## config.mk

```make
export PLATFORM = sky130hd
export DESIGN_NAME = uart_bus_master
export DESIGN_NICKNAME = d
export VERILOG_FILES = /design/src/rtl/uart_bus_master.sv
export SDC_FILE = /design/constraint.sdc
export NUM_CORES = 1
export LEC_CHECK = 0
export CAP_MARGIN = 20
export CORE_UTILIZATION = 42
export CTS_CLUSTER_SIZE = 24
export DETAILED_ROUTE_END_ITERATION = 12
export GPL_TIMING_DRIVEN = 0
export PLACE_DENSITY = 0.75
export SLEW_MARGIN = 15
export SYNTH_ARGS = -nofsm -noshare
export SYNTH_HDL_FRONTEND = slang
export SYNTH_SLANG_ARGS = --single-unit
```

## constraint.sdc

```tcl
create_clock -name clk_i -period 1.8 [get_ports clk_i]
set_clock_uncertainty 0.1 [all_clocks]
set_input_delay 0.54 -clock clk_i [delete_from_list [all_inputs] [get_ports clk_i]]
set_output_delay 0.54 -clock clk_i [all_outputs]
set_load 0.02 [all_outputs]
```

## src/rtl/uart_bus_master.sv

```systemverilog
// Bus initiator that turns host commands into UART register-bus read/write cycles.
// Optional interrupt-acknowledge/vector-fetch sequence is built when UART_INT_ACK_EN is defined.
module uart_bus_master #(
  parameter logic [2:0] ISR_ADDR   = 3'd5,
  parameter logic [2:0] LDVR_ADDR  = 3'd1,
  parameter logic [2:0] UDVR_ADDR  = 3'd2,
  parameter logic [7:0] ISR_VECTOR = 8'hFF
) (
  input  logic        clk_i,
  input  logic        rst_i,
  input  logic        cmd_valid_i,
  output logic        cmd_ready_o,
  input  logic        cmd_write_i,
  input  logic        cmd_wide_i,
  input  logic [2:0]  cmd_address_i,
  input  logic [15:0] cmd_wdata_i,
  output logic        rsp_valid_o,
  output logic [7:0]  rsp_data_o,
  output logic        read_o,
  output logic        write_o,
  output logic [2:0]  address_o,
  output logic [7:0]  data_o,
  output logic        data_oe_o,
  input  logic [7:0]  data_i,
  input  logic        int_req_i,
  output logic        int_ackn_o,
  output logic        int_vector_valid_o,
  output logic [2:0]  int_vector_o,
  output logic        int_spurious_o
);

  typedef enum logic [2:0] {
    S_IDLE    = 3'd0,
    S_WR      = 3'd1,
    S_WR_HI   = 3'd2,
    S_RD      = 3'd3,
    S_RSP     = 3'd4
`ifdef UART_INT_ACK_EN
    ,
    S_ACK     = 3'd5,
    S_ACK_ISR = 3'd6
`endif
  } state_t;

  state_t     r_state;
  logic       r_read;
  logic       r_write;
  logic       r_oe;
  logic [2:0] r_address;
  logic [7:0] r_data;
  logic [7:0] r_wdata_hi;
  logic       r_wide;
  logic       r_rsp_valid;
  logic [7:0] r_rsp_data;
  logic       w_int_start;

`ifdef UART_INT_ACK_EN
  logic       r_ackn;
  logic       r_vec_valid;
  logic [2:0] r_vector;
  logic       r_spurious;

  assign w_int_start = (r_state == S_IDLE) && int_req_i;
`else
  logic w_unused;

  // Without the acknowledge feature these inputs/parameters have no consumer.
  assign w_unused    = ^{int_req_i, ISR_ADDR, ISR_VECTOR};
  assign w_int_start = 1'b0;
`endif

  always_ff @(posedge clk_i) begin
    if (rst_i) begin
      r_state     <= S_IDLE;
      r_read      <= 1'b0;
      r_write     <= 1'b0;
      r_oe        <= 1'b0;
      r_address   <= 3'd0;
      r_data      <= 8'd0;
      r_wdata_hi  <= 8'd0;
      r_wide      <= 1'b0;
      r_rsp_valid <= 1'b0;
      r_rsp_data  <= 8'd0;
`ifdef UART_INT_ACK_EN
      r_ackn      <= 1'b0;
      r_vec_valid <= 1'b0;
      r_vector    <= 3'd0;
      r_spurious  <= 1'b0;
`endif
    end else begin
      r_read      <= 1'b0;
      r_write     <= 1'b0;
      r_oe        <= 1'b0;
      r_rsp_valid <= 1'b0;
`ifdef UART_INT_ACK_EN
      r_ackn      <= 1'b0;
      r_vec_valid <= 1'b0;
      r_spurious  <= 1'b0;
`endif
      case (r_state)
        S_IDLE: begin
`ifdef UART_INT_ACK_EN
          if (w_int_start) begin
            r_state <= S_ACK;
            r_read  <= 1'b1;
            r_ackn  <= 1'b1;
          end else
`endif
          if (cmd_valid_i) begin
            r_address <= cmd_address_i;
            if (cmd_write_i) begin
              r_state    <= S_WR;
              r_write    <= 1'b1;
              r_oe       <= 1'b1;
              r_data     <= cmd_wdata_i[7:0];
              r_wdata_hi <= cmd_wdata_i[15:8];
              r_wide     <= cmd_wide_i && (cmd_address_i == LDVR_ADDR);
            end else begin
              r_state <= S_RD;
              r_read  <= 1'b1;
            end
          end
        end
        S_WR: begin
          // Upper divisor byte follows immediately so the divisor never sits half-written.
          if (r_wide) begin
            r_state   <= S_WR_HI;
            r_write   <= 1'b1;
            r_oe      <= 1'b1;
            r_address <= UDVR_ADDR;
            r_data    <= r_wdata_hi;
          end else begin
            r_state <= S_IDLE;
          end
        end
        S_WR_HI: r_state <= S_IDLE;
        S_RD: begin
          r_rsp_data  <= data_i;
          r_rsp_valid <= 1'b1;
          r_state     <= S_RSP;
        end
        S_RSP: r_state <= S_IDLE;
`ifdef UART_INT_ACK_EN
        S_ACK: begin
          if (data_i == ISR_VECTOR) begin
            r_state   <= S_ACK_ISR;
            r_read    <= 1'b1;
            r_address <= ISR_ADDR;
          end else begin
            r_spurious <= 1'b1;
            r_state    <= S_IDLE;
          end
        end
        S_ACK_ISR: begin
          r_vector    <= data_i[2:0];
          r_vec_valid <= 1'b1;
          r_state     <= S_IDLE;
        end
`endif
        default: r_state <= S_IDLE;
      endcase
    end
  end

  assign cmd_ready_o = (r_state == S_IDLE) && !rst_i && !w_int_start;
  assign rsp_valid_o = r_rsp_valid;
  assign rsp_data_o  = r_rsp_data;
  assign read_o      = r_read;
  assign write_o     = r_write;
  assign address_o   = r_address;
  assign data_o      = r_data;
  assign data_oe_o   = r_oe;

`ifdef UART_INT_ACK_EN
  assign int_ackn_o         = r_ackn;
  assign int_vector_valid_o = r_vec_valid;
  assign int_vector_o       = r_vector;
  assign int_spurious_o     = r_spurious;
`else
  assign int_ackn_o         = 1'b0;
  assign int_vector_valid_o = 1'b0;
  assign int_vector_o       = 3'd0;
  assign int_spurious_o     = 1'b0;
`endif

endmodule
```

==> results.yml, run 1 <==
synthesis:
  asr_flop_ratio_synth_pct: 0
  ys.flop_type: "dfxtp_1"
  synth.top_cells.by_count: "34 x dfxtp_1, 17 x mux2i_1, 13 x nor2_1"
  mean_cell_area_of_the_mapped_netlist_um2: 10.00
  seq_area_frac_synth_pct: 45.98
  yosys.cell_count.top_type: "dfxtp_1"
  ys_top_cells_by_area: "dfxtp_1 46%, mux2i_1 11%, a2111oi_0 4.7%"
  synthDominantAreaCellType: "dfxtp_1"
  synthesis.instances: 148
  ys.warnings.count: 0
  synth_edf_count: 0
  synth-seq-cells: 34
  netlist_area_um2: 1480
  synth_top_area_share_pct: 45.98
  synthDistinctLibCells: 30
die:
  die_h_um: 61.37
  die_area_um2: 3766
  num_io_pins: 63
  placeableCoreArea_um2: 3363
  floorplan.rows: 21
  die-width_um: 61.37
  start_util_pct: 44.01
power:
  switching_power_mw: 0.3991
  vdd_ir_drop_max_mv: 0.5129
  power_density_nw_per_um2: 708.0
  share_clk_of_total_power_pct: 28.6
  power.switching_fraction_pct: 26.26
  power_frac_comb_pct: 19.1
  internal_power_mw: 1.121
  leakagePower_nw: 0.9780
  seq_power_share_pct: 52.3
min_path:
  hp-class: "reg -> reg"
  min_from: "data_o[3]$_SDFFE_PP0P_"
  holdPathEnd: "data_o[3]$_SDFFE_PP0P_"
  timing.hold.worst_path_depth: 1
detailed_routing:
  initialDrtViolationCount: 50
  dr_wl_met2_um: 1742
  drt_first_pass_iters: 4
  vias_per_std_cell: 5.177
  ant_nets: 0
  wirelength_met1_um: 1608
  total_wirelength_um: 3654
  detail_route.drc_violations: 0
  wl_per_instance_um: 14.05
  via_count: 1346
  met3WireLength_um: 235
  maxUsedRoutingLayer: "met4"
timing:
  final_slew_viol_count: 0
  finalSetupViolations: 1
  setup_repair_after_global_routing_missed_its_margin: "yes"
  hold_viol: 0
  worstMarginPinSlew_ns: 0.4750
  remaining_max_slew_budget_at_the_tightest_pin_pct: 67.51
  finalCritPeriodShare_pct: 110.9
  period_minus_slack_ns: 1.995
  max_clock_freq_ghz: 0.5011
  postLayoutSetupSlackWorst_ns: -0.1955
clock_tree:
  cts_root_buffer: "clkbuf_4"
  tritoncts: "built"
  clock_path_buffers: 2
  clkLatencyLatePin_ns: 0.33
  clock-sinks: 34
  cts_made_buffers: 5
  cts-htree-levels: 2
  clk_transition_reported_paths_ns: 0.10
  hold_buffers: 0
grt:
  global_route.overflow_total: 0
  vias_in_the_first_global_route: 1208
  antenna_found_initial: 0
  global_route_wire_length_before_repair_um: 5375
  track_usage_pct: 19.89
  grt_start_max_net_pins: 11
setup_path:
  cp-start-kind: "register"
  cp_data_arrival_time_ns: 1.36
  critical_path.reg2reg.endpoint: "r_wdata_hi[2]$_SDFFE_PP0P_"
  reg2reg_from: "r_state[0]$_SDFFE_PP0P_"
  critPathSlowestCell: "dfxtp_2"
  max_stage_delay_ns: 0.35
  cp_data_required_time_ns: 1.16
  timing.critical_path.to_type: "output port"
  timing.critical_path.fanout_max: 10
  crit_chain: "or2_4 > buf_6 > nor3_4 > buf_6"
  critPathMostFrequentCell: "buf_6"
  worst_case_register_to_register_setup_slack_ns: 0.23
  rr_worst_depth: 5
  worstSetupPathType: "reg -> out"
placed_design:
  placed_area_um2: 2108
  globalplace.congestion: 0.8655
  post_detailed_placement_half_perimeter_wirelength_um: 2720
  placement.io_buffers: 54
cells_and_area:
  fillers: 326
  finalNetCount: 246
  utilization_pct: 63.84
  post-route-cell-area_um2: 2147
  inserted_diodes: 0
  final_layout_size_suffix_gt1_share_pct: 16.82
  syn_to_final_growth_pct: 45.05
run_status:
  result_of_the_run: "finished with violations"
  failed_checks: "negative setup slack"
flow_run:
  max_cap_viol_count: 0
## worst max-delay path, delay by kind of cell, from the launching register on
kind | cells | cell delay (ns)
buffers and inverters | 2 | 0.29
AND/OR/NAND/NOR | 2 | 0.39
flip-flops | 1 | 0.35
## routing by layer
layer	global-route usage, %	up-vias
met1	23.99	627
met5	0	-
met4	8.571	0
met2	32.45	51
li1	-	661
met3	6.723	7
## sequential cells by signal, summed over array words and instances (netlist names)
signal       count
r_wide           1
r_state          3
rsp_data_o       8
rsp_valid_o      1
data_o           8
read_o           1
address_o        3
r_wdata_hi       8
data_oe_o        1
## worst max path at each step
stage	start	endpoint
finish	r_state[2]$_SDFFE_PP0P_	cmd_ready_o
global route	r_state[2]$_SDFFE_PP0P_	cmd_ready_o
CTS	r_state[2]$_SDFFE_PP0P_	cmd_ready_o
detailed placement	rst_i	cmd_ready_o
global placement	rst_i	cmd_ready_o
floorplan	rst_i	cmd_ready_o
## stage by stage
stage | worst slack, ns | power, mW | cells | TNS [ns] | hold WS, ns
6_report | -0.1955 | 1.520 | 260 | -0.1955 | 0.3767
5_1_grt | -0.2760 | 1.582 | 260 | -0.4150 | 0.3958
4_1_cts | -0.1974 | 1.532 | 261 | -0.1974 | 0.3769
3_5_place_dp | -0.5377 | 1.113 | 253 | -9.090 | 0.3648
3_3_place_gp | -0.5060 | 1.105 | 253 | -8.693 | 0.3590
2_1_floorplan | 0.05247 | 0.9744 | 153 | 0 | 0.3507
## layout make-up
class / instances / area, um2 / share of cell area (%)
flip-flops and latches: 34 / 683.2 / 31.82
multi-input cells: 98 / 674.4 / 31.41
repair buffers: 54 / 511.7 / 23.83
plain buffers: 18 / 152.6 / 7.110
well taps: 46 / 57.56 / 2.681
clock buffers: 7 / 55.05 / 2.564
inverters: 2 / 7.507 / 0.3497
clock inverters: 1 / 5.005 / 0.2331
## power by group through the flow
stage,combinational (mW),sequential (mW),clock [mW]
after detailed placement,0.300,0.813,0
after floorplan,0.143,0.831,0
after global routing,0.312,0.797,0.473
after global placement,0.294,0.811,0
after CTS,0.290,0.795,0.447
final,0.290,0.795,0.435
## cells in the final DEF (no fill, tap or decap), types with 2 or more instances in the layout
cell and count:
clkbuf_4 6, buf_4 8, nand3_1 9, a2111oi_0 8, a31o_1 2, buf_6 5, dlygate4sd2_1 24, dfxtp_2 2
clkdlybuf4s50_1 29, dfxtp_1 32, a21oi_1 11, clkbuf_1 3, mux2i_1 17, clkbuf_8 3, nor2_1 13, conb_1 6
a31o_2 6, o21ai_0 11, nand2_1 3
## repair_timing
action	in CTS	in global routing
endpoints found under the setup margin	39	9
setup buffers	0	0
resized for setup	34	1
## cell families after synthesis
| logic type | after synthesis | synth area share [%] |
|---|---|---|
| AOI/OAI and AO/OA | 41 | 18.68 |
| buffers and inverters | 21 | 10.65 |
| DFF | 34 | 45.98 |
| muxes | 17 | 11.50 |
| and+or+nand+nor | 34 | 12.93 |
| other | 1 | 0.2533 |
No activity file was read; power rests on OpenSTA's default activity.
==> run 2, diff against run 1 <==
--- a/config.mk
+++ b/config.mk
@@ -5,7 +5,7 @@
 export SDC_FILE = /design/constraint.sdc
 export NUM_CORES = 1
 export LEC_CHECK = 0
-export CAP_MARGIN = 20
+export CAP_MARGIN = 40
 export CORE_UTILIZATION = 42
 export CTS_CLUSTER_SIZE = 24
 export DETAILED_ROUTE_END_ITERATION = 12
==> results of run 2 <==
Final layout, timing and power as in run 1 (identical DEF).
